<file path="config.mk">
export PLATFORM = sky130hd
export DESIGN_NAME = kim_fifo_rr_arbiter_flat
export DESIGN_NICKNAME = d
export VERILOG_FILES = /design/src/rtl/kim_fifo_rr_arbiter_if.sv /design/src/rtl/kim_fifo_rr_arbiter.sv /design/src/flat_wrapper.sv
export SDC_FILE = /design/constraint.sdc
export NUM_CORES = 1
export LEC_CHECK = 0
export CAP_MARGIN = 5
export CORE_UTILIZATION = 23
export CTS_CLUSTER_DIAMETER = 30
export CTS_CLUSTER_SIZE = 12
export DETAILED_ROUTE_END_ITERATION = 10
export GPL_TIMING_DRIVEN = 1
export PLACE_DENSITY = 0.86
export SKIP_LAST_GASP = 1
export SYNTH_ARGS = -nofsm -noshare
export SYNTH_HDL_FRONTEND = slang
export SYNTH_SLANG_ARGS = --single-unit
</file>
<file path="constraint.sdc">
create_clock -name clk -period 1.9 [get_ports clk]
set_input_delay 0.38 -clock clk [delete_from_list [all_inputs] [get_ports clk]]
set_output_delay 0.38 -clock clk [all_outputs]
set_load 0.05 [all_outputs]
</file>
<file path="src/rtl/kim_fifo_rr_arbiter_if.sv">
// Bundle of the requester-side and FIFO-side signals of the packet round-robin
// arbiter. The arbiter connects through the master modport. The requesters and
// the FIFO connect through the slave modport.
interface kim_fifo_rr_arbiter_if #(
    parameter int NUM_REQ     = 4,
    parameter int LOG2_REQ    = 2,
    parameter int DATA_LENGTH = 32
);
    logic [NUM_REQ-1:0]             req_valid;
    logic [NUM_REQ-1:0]             req_ready;
    logic [NUM_REQ*DATA_LENGTH-1:0] req_data;
    logic [NUM_REQ-1:0]             req_last;
    logic                           m_valid;
    logic                           m_ready;
    logic [DATA_LENGTH-1:0]         m_data;
    logic                           m_last;
    logic [LOG2_REQ-1:0]            m_id;
    logic                           busy;

    modport master (
        input  req_valid, req_data, req_last, m_ready,
        output req_ready, m_valid, m_data, m_last, m_id, busy
    );

    modport slave (
        output req_valid, req_data, req_last, m_ready,
        input  req_ready, m_valid, m_data, m_last, m_id, busy
    );
endinterface

</file>
<file path="src/rtl/kim_fifo_rr_arbiter.sv">
// Packet-level round-robin arbiter in front of a FIFO write port.
// In S_IDLE the arbiter picks the next requester after the one served last.
// It then locks onto that requester until its last beat is accepted, so that
// packets are never interleaved.
// The beat path is a combinational mux from the locked requester. The grant,
// the rotation pointer and the state are the only registers.
module kim_fifo_rr_arbiter #(
    parameter int NUM_REQ     = 4,
    parameter int LOG2_REQ    = 2,
    parameter int DATA_LENGTH = 32
) (
    input  logic                          clk,
    input  logic                          rst_n,
    kim_fifo_rr_arbiter_if.master         bus
);

    typedef enum logic [0:0] {
        S_IDLE = 1'b0,
        S_LOCK = 1'b1
    } state_e;

    // Requester 0 must be the first choice out of reset.
    localparam logic [LOG2_REQ-1:0] LAST_RST = LOG2_REQ'(NUM_REQ - 1);

    state_e                 c_state_q;
    logic [LOG2_REQ-1:0]    grant_id_q;
    logic [LOG2_REQ-1:0]    last_id_q;

    logic                   pick_hit_s;
    logic [LOG2_REQ-1:0]    pick_id_s;
    logic                   m_valid_s;
    logic                   m_last_s;
    logic [DATA_LENGTH-1:0] m_data_s;
    logic [NUM_REQ-1:0]     req_ready_s;

    // Searches the requesters for a winner, starting one past the last served
    // requester and wrapping mod NUM_REQ. The last served requester is checked
    // last. The offsets are scanned from the farthest to the nearest, so the
    // nearest asserted requester is the final value written and wins.
    // The MSB of the result is the hit flag.
    function automatic logic [LOG2_REQ:0] rr_search(
        input logic [NUM_REQ-1:0]  valid,
        input logic [LOG2_REQ-1:0] last
    );
        logic [LOG2_REQ:0]   res;
        logic [LOG2_REQ-1:0] idx_v;
        res = '0;
        for (int k = NUM_REQ; k >= 1; k--) begin
            idx_v = LOG2_REQ'((int'(last) + k) % NUM_REQ);
            if (valid[idx_v]) begin
                res = {1'b1, idx_v};
            end
        end
        return res;
    endfunction

    // Selects the next winner from the current requests and the rotation pointer.
    always_comb begin
        pick_hit_s = 1'b0;
        pick_id_s  = '0;
        {pick_hit_s, pick_id_s} = rr_search(bus.req_valid, last_id_q);
    end

    // Passes the locked requester through to the FIFO and steers m_ready back to it.
    always_comb begin
        m_valid_s   = 1'b0;
        m_last_s    = 1'b0;
        m_data_s    = '0;
        req_ready_s = '0;
        if (c_state_q == S_LOCK) begin
            m_valid_s              = bus.req_valid[grant_id_q];
            m_last_s               = bus.req_last[grant_id_q];
            m_data_s               = bus.req_data[int'(grant_id_q)*DATA_LENGTH +: DATA_LENGTH];
            req_ready_s[grant_id_q] = bus.m_ready;
        end else begin
            m_valid_s   = 1'b0;
            m_last_s    = 1'b0;
            m_data_s    = '0;
            req_ready_s = '0;
        end
    end

    // The arbitration FSM grants in S_IDLE. It releases the grant and advances
    // the rotation only when the last beat of the packet is handed to the FIFO.
    always_ff @(posedge clk or negedge rst_n) begin
        if (!rst_n) begin
            c_state_q  <= S_IDLE;
            grant_id_q <= '0;
            last_id_q  <= LAST_RST;
        end else begin
            case (c_state_q)
                S_IDLE: begin
                    if (pick_hit_s) begin
                        grant_id_q <= pick_id_s;
                        c_state_q  <= S_LOCK;
                    end
                end
                S_LOCK: begin
                    if (m_valid_s && bus.m_ready && m_last_s) begin
                        last_id_q <= grant_id_q;
                        c_state_q <= S_IDLE;
                    end
                end
                default: begin
                    c_state_q <= S_IDLE;
                end
            endcase
        end
    end

    assign bus.m_valid   = m_valid_s;
    assign bus.m_last    = m_last_s;
    assign bus.m_data    = m_data_s;
    assign bus.req_ready = req_ready_s;
    assign bus.m_id      = grant_id_q;
    assign bus.busy      = (c_state_q == S_LOCK);

endmodule

</file>
<file path="src/flat_wrapper.sv">
// flat-port wrapper written by rule: the top's interface ports become plain ports
module kim_fifo_rr_arbiter_flat 
#(
    parameter int NUM_REQ     = 4,
    parameter int LOG2_REQ    = 2,
    parameter int DATA_LENGTH = 32
)
  (clk, rst_n, bus_req_valid, bus_req_data, bus_req_last, bus_m_ready, bus_req_ready, bus_m_valid, bus_m_data, bus_m_last, bus_m_id, bus_busy);
  kim_fifo_rr_arbiter_if #(.NUM_REQ(NUM_REQ), .LOG2_REQ(LOG2_REQ), .DATA_LENGTH(DATA_LENGTH)) bus_i ();
  input  logic clk;
  input  logic rst_n;
  input wire logic [$bits(bus_i.req_valid)-1:0] bus_req_valid;
  input wire logic [$bits(bus_i.req_data)-1:0] bus_req_data;
  input wire logic [$bits(bus_i.req_last)-1:0] bus_req_last;
  input wire logic [$bits(bus_i.m_ready)-1:0] bus_m_ready;
  output wire logic [$bits(bus_i.req_ready)-1:0] bus_req_ready;
  output wire logic [$bits(bus_i.m_valid)-1:0] bus_m_valid;
  output wire logic [$bits(bus_i.m_data)-1:0] bus_m_data;
  output wire logic [$bits(bus_i.m_last)-1:0] bus_m_last;
  output wire logic [$bits(bus_i.m_id)-1:0] bus_m_id;
  output wire logic [$bits(bus_i.busy)-1:0] bus_busy;
  assign bus_i.req_valid = bus_req_valid;
  assign bus_i.req_data = bus_req_data;
  assign bus_i.req_last = bus_req_last;
  assign bus_i.m_ready = bus_m_ready;
  assign bus_req_ready = bus_i.req_ready;
  assign bus_m_valid = bus_i.m_valid;
  assign bus_m_data = bus_i.m_data;
  assign bus_m_last = bus_i.m_last;
  assign bus_m_id = bus_i.m_id;
  assign bus_busy = bus_i.busy;
  kim_fifo_rr_arbiter #(.NUM_REQ(NUM_REQ), .LOG2_REQ(LOG2_REQ), .DATA_LENGTH(DATA_LENGTH)) u_core (.clk(clk), .rst_n(rst_n), .bus(bus_i));
endmodule
</file>
Word-level counts from Yosys, hierarchy flattened

Cells that the tools add are included.

Bits in read-only memories: 0
Input bits: 139
Logic and storage cells: 46
Register bits: 5
Memory bits (writable): 0
Bits in latches: 0
Memories kept: 0
Output and inout bits: 41

Multiply operators: 0
Magnitude comparators: 6
Bitwise gates (word level): 2
Reduce and logical (&&, ||, !) cells: 5
$add $sub $neg: 4
Shifts and indexed selects: 1
Divide/modulo/power cells: 0
Mux-type cells: 25
Eq/ne operators: 0

Operators by type and width:

| cell                                                       | count |
|---|---|
| variable part select 128 x 8 -> 32 bit                     | 1 |
| two-way mux 32 bit                                         | 1 |
| less-than comparator 2 x 3 -> 1 bit, second input constant | 5 |
| binary-select mux 1 bit (select 2 bit)                     | 6 |
| two-way mux 3 bit                                          | 4 |
| two-way mux 1 bit                                          | 11 |
| adder 2 x 1 -> 2 bit, second input constant                | 2 |
| adder 2 bit, second input constant                         | 2 |
| AND 4 bit                                                  | 1 |
| two-way mux 4 bit                                          | 1 |
| AND reduction 2 bit                                        | 2 |
| logical AND 1 bit                                          | 3 |
| demux 1 bit (select 2 bit)                                 | 1 |
| >= comparator 2 x 1 -> 1 bit, second input constant        | 1 |
| one-hot mux 1 bit (2 select lines)                         | 1 |
| NOT 1 bit                                                  | 1 |

Longest topological paths before layout

Depth after elaboration: 9
Gate-level depth with buffers: 5
Mapped depth without buffers: 4

Worst setup path before layout

No wires, ideal clock.

Kind: register -> output
Start: register u_core.grant_id_q[1] (netlist: u_core.bus.m_id[1])
End: output port bus_req_ready[2]
Data required time: 1.520 ns
Arrival time: 2.207 ns
Stages on the path, launching flop included: 5
Path buffers: 2
Path slack: -0.687 ns
Cells stage by stage: dfrtp_1 -> buf_6 -> buf_2 -> inv_1 -> nor3_1

Word-level cells in the longest chain between the ends: 6
Elaborated cells between the ends (all ways): 7
Those cells by class: order compare: 2; mux: 3; bitwise: 1; reduce/logical: 1

Ends and longest elaborated chain:

| item                                                                                                             | RTL line                  | RTL |
|---|---|---|
| start: declaration                                                                                               | kim_fifo_rr_arbiter.sv:26 | `logic [LOG2_REQ-1:0] grant_id_q;` |
| start signal: assignment                                                                                         | kim_fifo_rr_arbiter.sv:94 | `grant_id_q <= pick_id_s;` |
| less-than comparator 2 x 3 -> 1 bit (not written as such) / >= comparator 2 x 1 -> 1 bit (equally long branches) | kim_fifo_rr_arbiter.sv:74 | `req_ready_s[grant_id_q] = bus.m_ready;` |
| logical AND 1 bit (not written as such)                                                                          | kim_fifo_rr_arbiter.sv:74 |  |
| two-way mux 1 bit (not written as such)                                                                          | kim_fifo_rr_arbiter.sv:74 |  |
| demux 1 bit (select 2 bit) *                                                                                     | -                         |  |
| AND 4 bit (no source line) *                                                                                     | -                         |  |
| two-way mux 4 bit *                                                                                              | kim_fifo_rr_arbiter.sv:70 | `if (c_state_q == S_LOCK) begin` |
| end: declaration                                                                                                 | flat_wrapper.sv:16        | `output wire logic [$bits(bus_i.req_ready)-1:0] bus_req_ready;` |

Every way passes the cells marked *; elsewhere a longest branch is shown, timed or not.

Final worst setup path

Start: register u_core.grant_id_q[0] (netlist: u_core.bus.m_id[0])
End: output port bus_m_data[13]

Word-level cells in the longest chain between the ends: 2

Ends and longest elaborated chain:

| item                                   | RTL line                  | RTL |
|---|---|---|
| variable part select 128 x 8 -> 32 bit | kim_fifo_rr_arbiter.sv:73 | `m_data_s = bus.req_data[int'(grant_id_q)*DATA_LENGTH +: DATA_LENGTH];` |
| two-way mux 32 bit                     | kim_fifo_rr_arbiter.sv:70 |  |
| end: declaration                       | flat_wrapper.sv:18        | `output wire logic [$bits(bus_i.m_data)-1:0] bus_m_data;` |

Every way passes these cells.

==> results <==
[path summary, 6_finish.rpt]
path,to,from,slack (ps),cells after the start
setup / recovery,bus_m_data[13],u_core.bus.m_id[0],-200,5
setup reg to reg,u_core.last_id_q[0],u_core.bus.m_id[0],120,6
min in group clk,u_core.bus.m_id[0],u_core.last_id_q[0],560,2
max in group asynchronous,u_core.last_id_q[0],rst_n,1260,1
hold / removal,u_core.bus.busy,rst_n,380,1
hold reg to reg,u_core.bus.m_id[0],u_core.last_id_q[0],560,2
[repair_timing]
item,4_1_cts,5_1_grt
cloned,1,1
endpoints found under the setup margin,36,37
pin swaps,5,1
setup buffers,7,1
gates resized for setup,27,22
[stage by stage]
step            util  worst slack, ps  hold WS (ps)  area (µm²)  TNS, ps
6_report       0.660             -201           379        3730    -5590
5_1_grt        0.660             -267           394        3730    -7620
4_1_cts        0.646             -245           380        3650    -6920
3_5_place_dp   0.612             -141           548        3450    -2730
3_3_place_gp   0.612             -125           527        3450    -2170
2_1_floorplan      -            -74.6          84.4        1530    -1870
[registers in the layout, indices dropped and copies added, names as in the netlist]
signal,flops
u_core.bus.m_id,2
u_core.last_id_q,2
u_core.bus.busy,1
[cell usage in the layout (no fill, tap or decap)]
master / instances
and2_4: 35
a2111oi_0: 1
nor2_4: 2
nor3b_1: 1
nand2_1: 3
nor2_1: 3
o21ai_0: 1
clkbuf_1: 1
and3_1: 1
nor3_4: 2
dfstp_2: 2
nand2_2: 1
clkbuf_8: 3
buf_4: 17
a21o_1: 1
buf_8: 6
a31oi_1: 1
a21oi_1: 3
clkdlybuf4s50_1: 138
mux2_4: 1
inv_1: 3
mux2i_1: 1
o221ai_1: 1
mux4_2: 34
clkbuf_16: 1
dfrtp_2: 3
o21bai_1: 2
buf_6: 28
a21boi_0: 1
buf_12: 11
nand3_2: 2
[routing by layer]
metal / global-route usage / vias to the layer above / routed length, µm
met5: 0 / - / 0
met4: 0.0491 / 0 / 68
met3: 0.0457 / 7 / 624
met2: 0.413 / 107 / 3930
met1: 0.207 / 890 / 2210
li1: - / 849 / -
[where the power goes]
| part | total (mW) | leakage (nW) | switching [mW] | internal [mW] |
|---|---|---|---|---|
| Clock | 0.209 | 0.0228 | 0.0636 | 0.145 |
| Combinational | 5.93 | 1.42 | 3.00 | 2.93 |
| Sequential | 0.269 | 0.0521 | 0.0867 | 0.182 |
| Total | 6.40 | 1.50 | 3.15 | 3.26 |
[final cells by class]
cell class                      count  area (µm²)  area share
Timing Repair Buffer              201        2160       0.580
Multi-Input combinational cell     97        1290       0.346
Sequential cell                     5         131      0.0353
Tap cell                           72        90.1      0.0242
Clock buffer                        4        45.0      0.0121
Inverter                            3        11.3     0.00302
[logic make-up (layout without fill, tap and decap cells)]
group,count (synthesis),count (layout),synth area share
compound gates,11,11,0.0533
buf+inv,15,208,0.0678
flops,5,5,0.0922
mux,36,36,0.574
simple gates,50,50,0.212
[worst max-delay path, stage by stage (launching register included)]
cell	delay (ps)
dfrtp_2	400
buf_6	130
buf_12	130
mux4_2	510
and2_4	170
buf_6	140
==> results.md <==
* Status: finished, violations left
* Failing checks: setup timing
* Num CTS Buffers at 3
* Placed insts at approximately 370
* Fraction of registers with async set/reset at 1.00
* Die area at about 6300 µm²
* Largest net degree at the start of global routing at 28
* Final WL at between 6000 and 7000 µm
* CTS Hold Buffers Added at 0
* RSZ-0062 raised after global routing: yes
* Library cells used by synthesis at 28
* Rows at 27
* Vias at 1,853
* Die extent in y at 79.6 µm
* Post-synthesis cell area at 1380 µm²
* Min Tclk post-route at 2100 ps
* GP Congestion at 0.870
* Post-route clock period utilization at 1.11
* I/O Buffers at between 150 and 200
* DR DRC count at 0
* Post-synth EDFFs at 0
* Die W at 79.6 µm
* Worst setup SP type: flip-flop
* Post-synthesis sequential area ratio at 0.0922
* Clock latency on the worst-skew pair at 230 ps
* Post-DP HPWL at 5470 µm
* # IOs at 180
* Post-Syn Nets at 256
* CTS Sinks at 5
* Gate Count Post-Synth at between 100 and 150
* First-pass detailed-route iteration total at 4
* Routed WL per cell at 17.9 µm
* GRT Util Overall at 0.205
* Max Cap Viol at 0
* Most common cell in the netlist: and2_1
* Layout Nets at 450
* Ratio of cells with drive above 1 in the final layout at 0.477
* Ant diodes at 0
* Pwr Total at 6.40 mW
* Pwr/cell area at roughly 1700 nW/µm²
* Antenna Nets Post-Route at 0
* Mapped Avg Cell Area at 11.8 µm²
* Vias per cell at 4.85
* Hold WC Path Type: in2async
* Relative slew margins at 0.764
* Max Clk Rate at between 400 and 500 MHz
* Critical Path AT at 1720 ps
* Initial antenna violation count at 0
* LEAKAGE at 1.50 nW
* GRT overflow at 0
* Final hold vios at 0
* Fillers at approximately 440
* Synth area leader: mux4_2
* Critical path class: reg2out
* Crit path capture type: primary output
* Initial Util at 0.245
* Root Buffer: clkbuf_8
* Core box area at 5640 µm²
* Post-Layout Cell Count at 382
* Final Skew at 3.04 ps
* Setup Viol. Count Final at 34
* Worst vdd ir at 1050 µV
* Final WS setup at -201 ps
* Post-synth top cells: 34 x and2_1, 33 x mux4_2, 5 x nor2_1
* Register bit total from synthesis at 5
* Top post-synthesis cells by area: mux4_2 54%, and2_1 15%, dfrtp_1 5.4%
* Synth Flop Type: dfrtp_1
* DRT iter0 DRCs at 29
* First-pass GRT wire length at a little under 10,000 µm
* H-tree depth at 1
* Top-area cell type share of the netlist area at 0.537
* Layout area overhead at 169%
* Critical path fanouts, max at 8
* Clock transition at path regs at about 40 ps
* Vias in the first global route at 2,038
* Worst-Margin Slew at 345 ps
* Worst Path Required at 1520 ps
* CTS tree: built
* Yosys warns at 0
* Bufs on Longest Clock Path at 2
* Final Max Slew Viols at 0
(Power assumes the default switching activity.)
